<file path="config.mk">
export PLATFORM = sky130hd
export DESIGN_NAME = ysyx_24100006_xbar
export DESIGN_NICKNAME = d
export VERILOG_FILES = /design/src/rtl/ysyx_24100006_xbar.sv
export SDC_FILE = /design/constraint.sdc
export NUM_CORES = 1
export LEC_CHECK = 0
export ABC_AREA = 1
export BUFFER_PORTS_ARGS = -buffer_cell sky130_fd_sc_hd__buf_4
export CORE_AREA = 2 2 227 229
export CTS_CLUSTER_DIAMETER = 80
export DETAILED_ROUTE_END_ITERATION = 8
export DIE_AREA = 0 0 229 231
export HOLD_SLACK_MARGIN = 0.08
export PLACE_DENSITY = 0.39
export REMOVE_ABC_BUFFERS = 1
export SLEW_MARGIN = 5
export SYNTH_ARGS = -nofsm -noshare
export SYNTH_HDL_FRONTEND = slang
export SYNTH_SLANG_ARGS = --single-unit
export TNS_END_PERCENT = 5
</file>
<file path="constraint.sdc">
create_clock -name clk -period 4.5 [get_ports clk]
set_input_delay 0.675 -clock clk [delete_from_list [all_inputs] [get_ports clk]]
set_output_delay 0.675 -clock clk [all_outputs]
set_load 0.05 [all_outputs]
</file>
<file path="src/rtl/ysyx_24100006_xbar.sv">
// AXI-Lite 1-to-3 crossbar: LSU master to memory (slot 0), UART (slot 1), CLINT (slot 2).
// One transaction at a time; unmapped addresses are answered locally with DECERR.
module ysyx_24100006_xbar #(
  parameter logic [31:0] MEM_BASE   = 32'h8000_0000,
  parameter logic [31:0] MEM_SIZE   = 32'h0800_0000,
  parameter logic [31:0] UART_BASE  = 32'ha000_03f8,
  parameter logic [31:0] UART_SIZE  = 32'h0000_0008,
  parameter logic [31:0] CLINT_BASE = 32'ha000_0048,
  parameter logic [31:0] CLINT_SIZE = 32'h0000_0008
) (
  input  logic        clk,
  input  logic        reset,
  // master side
  input  logic [31:0] m_araddr,
  input  logic        m_arvalid,
  output logic        m_arready,
  output logic [31:0] m_rdata,
  output logic [1:0]  m_rresp,
  output logic        m_rvalid,
  input  logic        m_rready,
  input  logic [31:0] m_awaddr,
  input  logic        m_awvalid,
  output logic        m_awready,
  input  logic [31:0] m_wdata,
  input  logic [3:0]  m_wstrb,
  input  logic        m_wvalid,
  output logic        m_wready,
  output logic [1:0]  m_bresp,
  output logic        m_bvalid,
  input  logic        m_bready,
  // slot 0
  output logic [31:0] s0_araddr,
  output logic        s0_arvalid,
  input  logic        s0_arready,
  input  logic [31:0] s0_rdata,
  input  logic [1:0]  s0_rresp,
  input  logic        s0_rvalid,
  output logic        s0_rready,
  output logic [31:0] s0_awaddr,
  output logic        s0_awvalid,
  input  logic        s0_awready,
  output logic [31:0] s0_wdata,
  output logic [3:0]  s0_wstrb,
  output logic        s0_wvalid,
  input  logic        s0_wready,
  input  logic [1:0]  s0_bresp,
  input  logic        s0_bvalid,
  output logic        s0_bready,
  // slot 1
  output logic [31:0] s1_araddr,
  output logic        s1_arvalid,
  input  logic        s1_arready,
  input  logic [31:0] s1_rdata,
  input  logic [1:0]  s1_rresp,
  input  logic        s1_rvalid,
  output logic        s1_rready,
  output logic [31:0] s1_awaddr,
  output logic        s1_awvalid,
  input  logic        s1_awready,
  output logic [31:0] s1_wdata,
  output logic [3:0]  s1_wstrb,
  output logic        s1_wvalid,
  input  logic        s1_wready,
  input  logic [1:0]  s1_bresp,
  input  logic        s1_bvalid,
  output logic        s1_bready,
  // slot 2
  output logic [31:0] s2_araddr,
  output logic        s2_arvalid,
  input  logic        s2_arready,
  input  logic [31:0] s2_rdata,
  input  logic [1:0]  s2_rresp,
  input  logic        s2_rvalid,
  output logic        s2_rready,
  output logic [31:0] s2_awaddr,
  output logic        s2_awvalid,
  input  logic        s2_awready,
  output logic [31:0] s2_wdata,
  output logic [3:0]  s2_wstrb,
  output logic        s2_wvalid,
  input  logic        s2_wready,
  input  logic [1:0]  s2_bresp,
  input  logic        s2_bvalid,
  output logic        s2_bready
);

  typedef enum logic [2:0] {
    StIdle, StRd, StWr, StRdErrA, StRdErrR, StWrErrA, StWrErrB
  } state_e;

  localparam logic [1:0] SelMiss = 2'd3;

  state_e     state_q, state_d;
  logic [1:0] sel_q, sel_d;

  // 33-bit compare so a window ending exactly at 2^32 does not wrap.
  function automatic logic [1:0] decode(input logic [31:0] addr);
    logic [32:0] a;
    a = {1'b0, addr};
    if (a >= {1'b0, MEM_BASE} && a < {1'b0, MEM_BASE} + {1'b0, MEM_SIZE}) return 2'd0;
    if (a >= {1'b0, UART_BASE} && a < {1'b0, UART_BASE} + {1'b0, UART_SIZE}) return 2'd1;
    if (a >= {1'b0, CLINT_BASE} && a < {1'b0, CLINT_BASE} + {1'b0, CLINT_SIZE}) return 2'd2;
    return SelMiss;
  endfunction

  logic [2:0]  sel_oh;
  logic [2:0]  s_arready, s_awready, s_wready, s_rvalid, s_bvalid;
  logic [2:0]  s_arvalid, s_awvalid, s_wvalid, s_rready, s_bready;
  logic [31:0] sel_rdata;
  logic [1:0]  sel_rresp, sel_bresp;
  logic [1:0]  ar_sel, aw_sel;

  assign sel_oh    = {sel_q == 2'd2, sel_q == 2'd1, sel_q == 2'd0};
  assign s_arready = {s2_arready, s1_arready, s0_arready};
  assign s_awready = {s2_awready, s1_awready, s0_awready};
  assign s_wready  = {s2_wready, s1_wready, s0_wready};
  assign s_rvalid  = {s2_rvalid, s1_rvalid, s0_rvalid};
  assign s_bvalid  = {s2_bvalid, s1_bvalid, s0_bvalid};
  assign ar_sel    = decode(m_araddr);
  assign aw_sel    = decode(m_awaddr);

  always_comb begin
    sel_rdata = 32'h0;
    sel_rresp = 2'b00;
    sel_bresp = 2'b00;
    case (sel_q)
      2'd0: begin sel_rdata = s0_rdata; sel_rresp = s0_rresp; sel_bresp = s0_bresp; end
      2'd1: begin sel_rdata = s1_rdata; sel_rresp = s1_rresp; sel_bresp = s1_bresp; end
      2'd2: begin sel_rdata = s2_rdata; sel_rresp = s2_rresp; sel_bresp = s2_bresp; end
      default: ;
    endcase
  end

  always_comb begin
    state_d   = state_q;
    sel_d     = sel_q;
    m_arready = 1'b0;
    m_rvalid  = 1'b0;
    m_rdata   = 32'h0;
    m_rresp   = 2'b00;
    m_awready = 1'b0;
    m_wready  = 1'b0;
    m_bvalid  = 1'b0;
    m_bresp   = 2'b00;
    s_arvalid = 3'b000;
    s_rready  = 3'b000;
    s_awvalid = 3'b000;
    s_wvalid  = 3'b000;
    s_bready  = 3'b000;
    case (state_q)
      StIdle: begin
        if (m_arvalid) begin
          sel_d   = ar_sel;
          state_d = (ar_sel == SelMiss) ? StRdErrA : StRd;
        end else if (m_awvalid && m_wvalid) begin
          sel_d   = aw_sel;
          state_d = (aw_sel == SelMiss) ? StWrErrA : StWr;
        end
      end
      StRd: begin
        s_arvalid = sel_oh & {3{m_arvalid}};
        s_rready  = sel_oh & {3{m_rready}};
        m_arready = |(sel_oh & s_arready);
        m_rvalid  = |(sel_oh & s_rvalid);
        m_rdata   = sel_rdata;
        m_rresp   = sel_rresp;
        if (m_rvalid && m_rready) state_d = StIdle;
      end
      StWr: begin
        s_awvalid = sel_oh & {3{m_awvalid}};
        s_wvalid  = sel_oh & {3{m_wvalid}};
        s_bready  = sel_oh & {3{m_bready}};
        m_awready = |(sel_oh & s_awready);
        m_wready  = |(sel_oh & s_wready);
        m_bvalid  = |(sel_oh & s_bvalid);
        m_bresp   = sel_bresp;
        if (m_bvalid && m_bready) state_d = StIdle;
      end
      StRdErrA: begin
        m_arready = 1'b1;
        state_d   = StRdErrR;
      end
      StRdErrR: begin
        m_rvalid = 1'b1;
        m_rresp  = 2'b11;
        if (m_rready) state_d = StIdle;
      end
      StWrErrA: begin
        m_awready = 1'b1;
        m_wready  = 1'b1;
        state_d   = StWrErrB;
      end
      StWrErrB: begin
        m_bvalid = 1'b1;
        m_bresp  = 2'b11;
        if (m_bready) state_d = StIdle;
      end
      default: state_d = StIdle;
    endcase
  end

  always_ff @(posedge clk or posedge reset) begin
    if (reset) begin
      state_q <= StIdle;
      sel_q   <= 2'd0;
    end else begin
      state_q <= state_d;
      sel_q   <= sel_d;
    end
  end

  assign s0_araddr = m_araddr;
  assign s1_araddr = m_araddr;
  assign s2_araddr = m_araddr;
  assign s0_awaddr = m_awaddr;
  assign s1_awaddr = m_awaddr;
  assign s2_awaddr = m_awaddr;
  assign s0_wdata  = m_wdata;
  assign s1_wdata  = m_wdata;
  assign s2_wdata  = m_wdata;
  assign s0_wstrb  = m_wstrb;
  assign s1_wstrb  = m_wstrb;
  assign s2_wstrb  = m_wstrb;

  assign {s2_arvalid, s1_arvalid, s0_arvalid} = s_arvalid;
  assign {s2_rready, s1_rready, s0_rready}    = s_rready;
  assign {s2_awvalid, s1_awvalid, s0_awvalid} = s_awvalid;
  assign {s2_wvalid, s1_wvalid, s0_wvalid}    = s_wvalid;
  assign {s2_bready, s1_bready, s0_bready}    = s_bready;

endmodule

</file>
==> results.md <==
- Status: complete, no violations
- Leakage: 3.16 nW
- Layout cells sized above 1: 53.2%
- Dpl hpwl: 32500 um
- Core Rows: 83
- Number of global-route vias before repair: 4730
- Max_slew headroom: 45.8%
- Register area: 125 sq um
- Final period utilization: 65.1%
- Setup crit start kind: flop
- Die width: 229 um
- Port Buffers: 417
- Hold Slack: 0.398 ns
- Simple-Gate Fraction of Synth Area: 30.8%
- GP Congestion: 0.932
- Mapped Avg Cell Area: 5.77 sq um
- Total grt overflow: 0
- Vias: 4752
- Largest net degree at the start of global routing: 42
- Post-synthesis cell area: 4120 sq um
- Synth cell types: 29
- Htree depth: 1
- Final wirelength: 36000 um
- Initial antenna violation count: 7
- Hold_buf cts: 0
- CP Capture Type: primary output
- Seq/Total Area, Yosys: 3.04%
- Power Dens Cells: 398 nW/um^2
- CTS Buffer Depth: 2
- # diodes: 0
- Syn-to-layout area delta: 42.9%
- Routed Antenna Nets: 0
- All-Layer GR Usage: 12.9%
- Final nets: 1053
- Mapped Cells: 714
- Fill cells: 6045
- Post-route DRC violation count: 0
- Ys Warns: 0
- Multi-input gate area: 1460 sq um
- Final Max Slew Viols: 0
- Final setup violation count: 0
- Critical Path AT: 2.25 ns
- Synth Flop Type: dfrtp_1
- Total die area: 52900 sq um
- Pre-Repair DR Iteration Count: 6
- Resize count post-CTS: 0
- Largest family of logic cells by synthesized area: buffers and inverters
- Share of flip-flops with an asynchronous set or reset: 100%
- Area leader, netlist: buf_4
- Vias per cell: 3.16
- Die Ht: 231 um
- WS Path Type: reg -> out
- Clock Skew: 0.00312 ns
- Starting Density: 8.13%
- Synth Area in XOR/XNOR: 0%
- Top cell type's share of synthesized area: 54.6%
- Adder-Cell Fraction of Synth Area: 0%
- Max cap viols: 0
- Clock Pin Slew Worst Setup and Hold Paths: 0.04 ns
- Global-route wire length before repair: 45000 um
- WL/cell: 24.0 um
- Core footprint: 50700 sq um
- Cts bufs inserted: 3
- Initial DRC count: 172
- Post-CTS setup repair buffer count: 0
- Peak supply drop: 0.000157 V
- Setup TNS: 0 ns
- Clock latency on the worst-skew pair: 0.23 ns
- Mux cell area share after synthesis: 0%
- Synth Register Bits: 5
- RSZ-0062 raised after global routing: no
- Hold Path Class: in -> async
- CTS tree: built
- Top Ports: 586
- Compound-Gate Fraction of Synth Area: 4.34%
- Worst EP required: 3.83 ns
- Fmax: 342 MHz
- Sink Count: 5
- Fin crit period: 2.93 ns
- CP Max Fanout: 34
- Synth cell count leaders: buf_4, nand2_1, inv_1, nand3_1, nor2_1
- Clk Tree Root Cell: clkbuf_16
- Largest cells by area after synthesis: buf_4, nand2_1, nand3_1
- Post-synth EDFFs: 0
- Final Hold Fails: 0
- Transition time of the tightest slew-check pin: 0.807 ns
- Most instantiated library cell after synthesis: buf_4
==> final cells by class <==
cell class | count | area share [%]
clock buffers | 4 | 1.34
inverters | 60 | 3.82
flip-flops and latches | 5 | 2.12
well taps | 680 | 14.4
repair buffers | 420 | 53.5
multi-input cells | 333 | 24.7
==> metrics by stage <==
step / total power, W / utilization (%) / setup slack (ns) / std cells / instance area [sq um]
final: 0.00234 / 11.6 / 1.57 / 1502 / 5890
after global routing: 0.00251 / 11.6 / 1.39 / 1502 / 5890
after CTS: 0.00238 / 11.6 / 1.49 / 1502 / 5890
after global placement: 0.00222 / 11.5 / 1.75 / 1498 / 5810
after floorplan: 0.00107 / - / 1.16 / 398 / 1800
after detailed placement: 0.00222 / 11.5 / 1.74 / 1498 / 5810
==> worst paths after layout <==
path	slack (ns)	cells after the start	start	endpoint
max	1.57	7	state_q[2]	s0_arvalid
min	0.40	2	reset	sel_q[1]
max reg2reg	2.10	10	sel_q[0]	state_q[1]
min reg2reg	0.69	2	sel_q[1]	sel_q[1]
max in group asynchronous	3.86	2	reset	state_q[2]
min in group clk	0.69	2	sel_q[1]	sel_q[1]
==> power breakdown <==
part	switching, W	total [W]	internal [W]
combinational	0.00152	0.00209	0.000579
sequential	0.0000332	0.0000995	0.0000663
clock	0.0000334	0.000151	0.000118
total	0.00158	0.00234	0.000763
==> cell usage in the layout, fill, tap and decap left out <==
cell type,count
inv_1,54
inv_2,6
nand4_1,1
a22o_1,4
dfrtp_1,5
nor2_4,3
a21o_1,1
o21ai_1,1
nor2_2,1
o21ai_0,7
a21oi_1,9
nor4_1,1
nor2_1,42
or2_1,1
nand2_1,181
and3_1,1
clkbuf_1,1
a21oi_2,1
clkbuf_16,3
buf_4,420
nor3b_2,1
nand3_1,46
a41oi_1,2
nand2_2,2
nor3_1,23
o22ai_1,2
and2_0,1
a31oi_1,2
==> worst max-delay path, stage by stage (launching register included) <==
cell,delay (ns)
dfrtp_1,0.42
inv_2,0.12
nand2_2,0.09
nor2_4,0.08
buf_4,0.37
inv_2,0.20
nor3_1,0.41
buf_4,0.30
==> logic make-up after synthesis <==
family | count (synthesis)
AOI/OAI and AO/OA | 29
buffers and inverters | 376
DFF | 5
and+or+nand+nor | 304
==> state kept, by name (all words and copies together), names as in the netlist <==
| signal | cells |
|---|---|
| sel_q | 2 |
| state_q | 3 |
==> per-layer routing <==
metal / GRT usage (%) / wire length [um] / up-vias
met1: 15.5 / 15100 / 2166
met4: 2.66 / 611 / 16
met2: 17.6 / 13600 / 438
met5: 1.10 / 172 / -
li1: - / - / 2101
met3: 10.2 / 6490 / 31
Power figures use the tool's default switching activity.
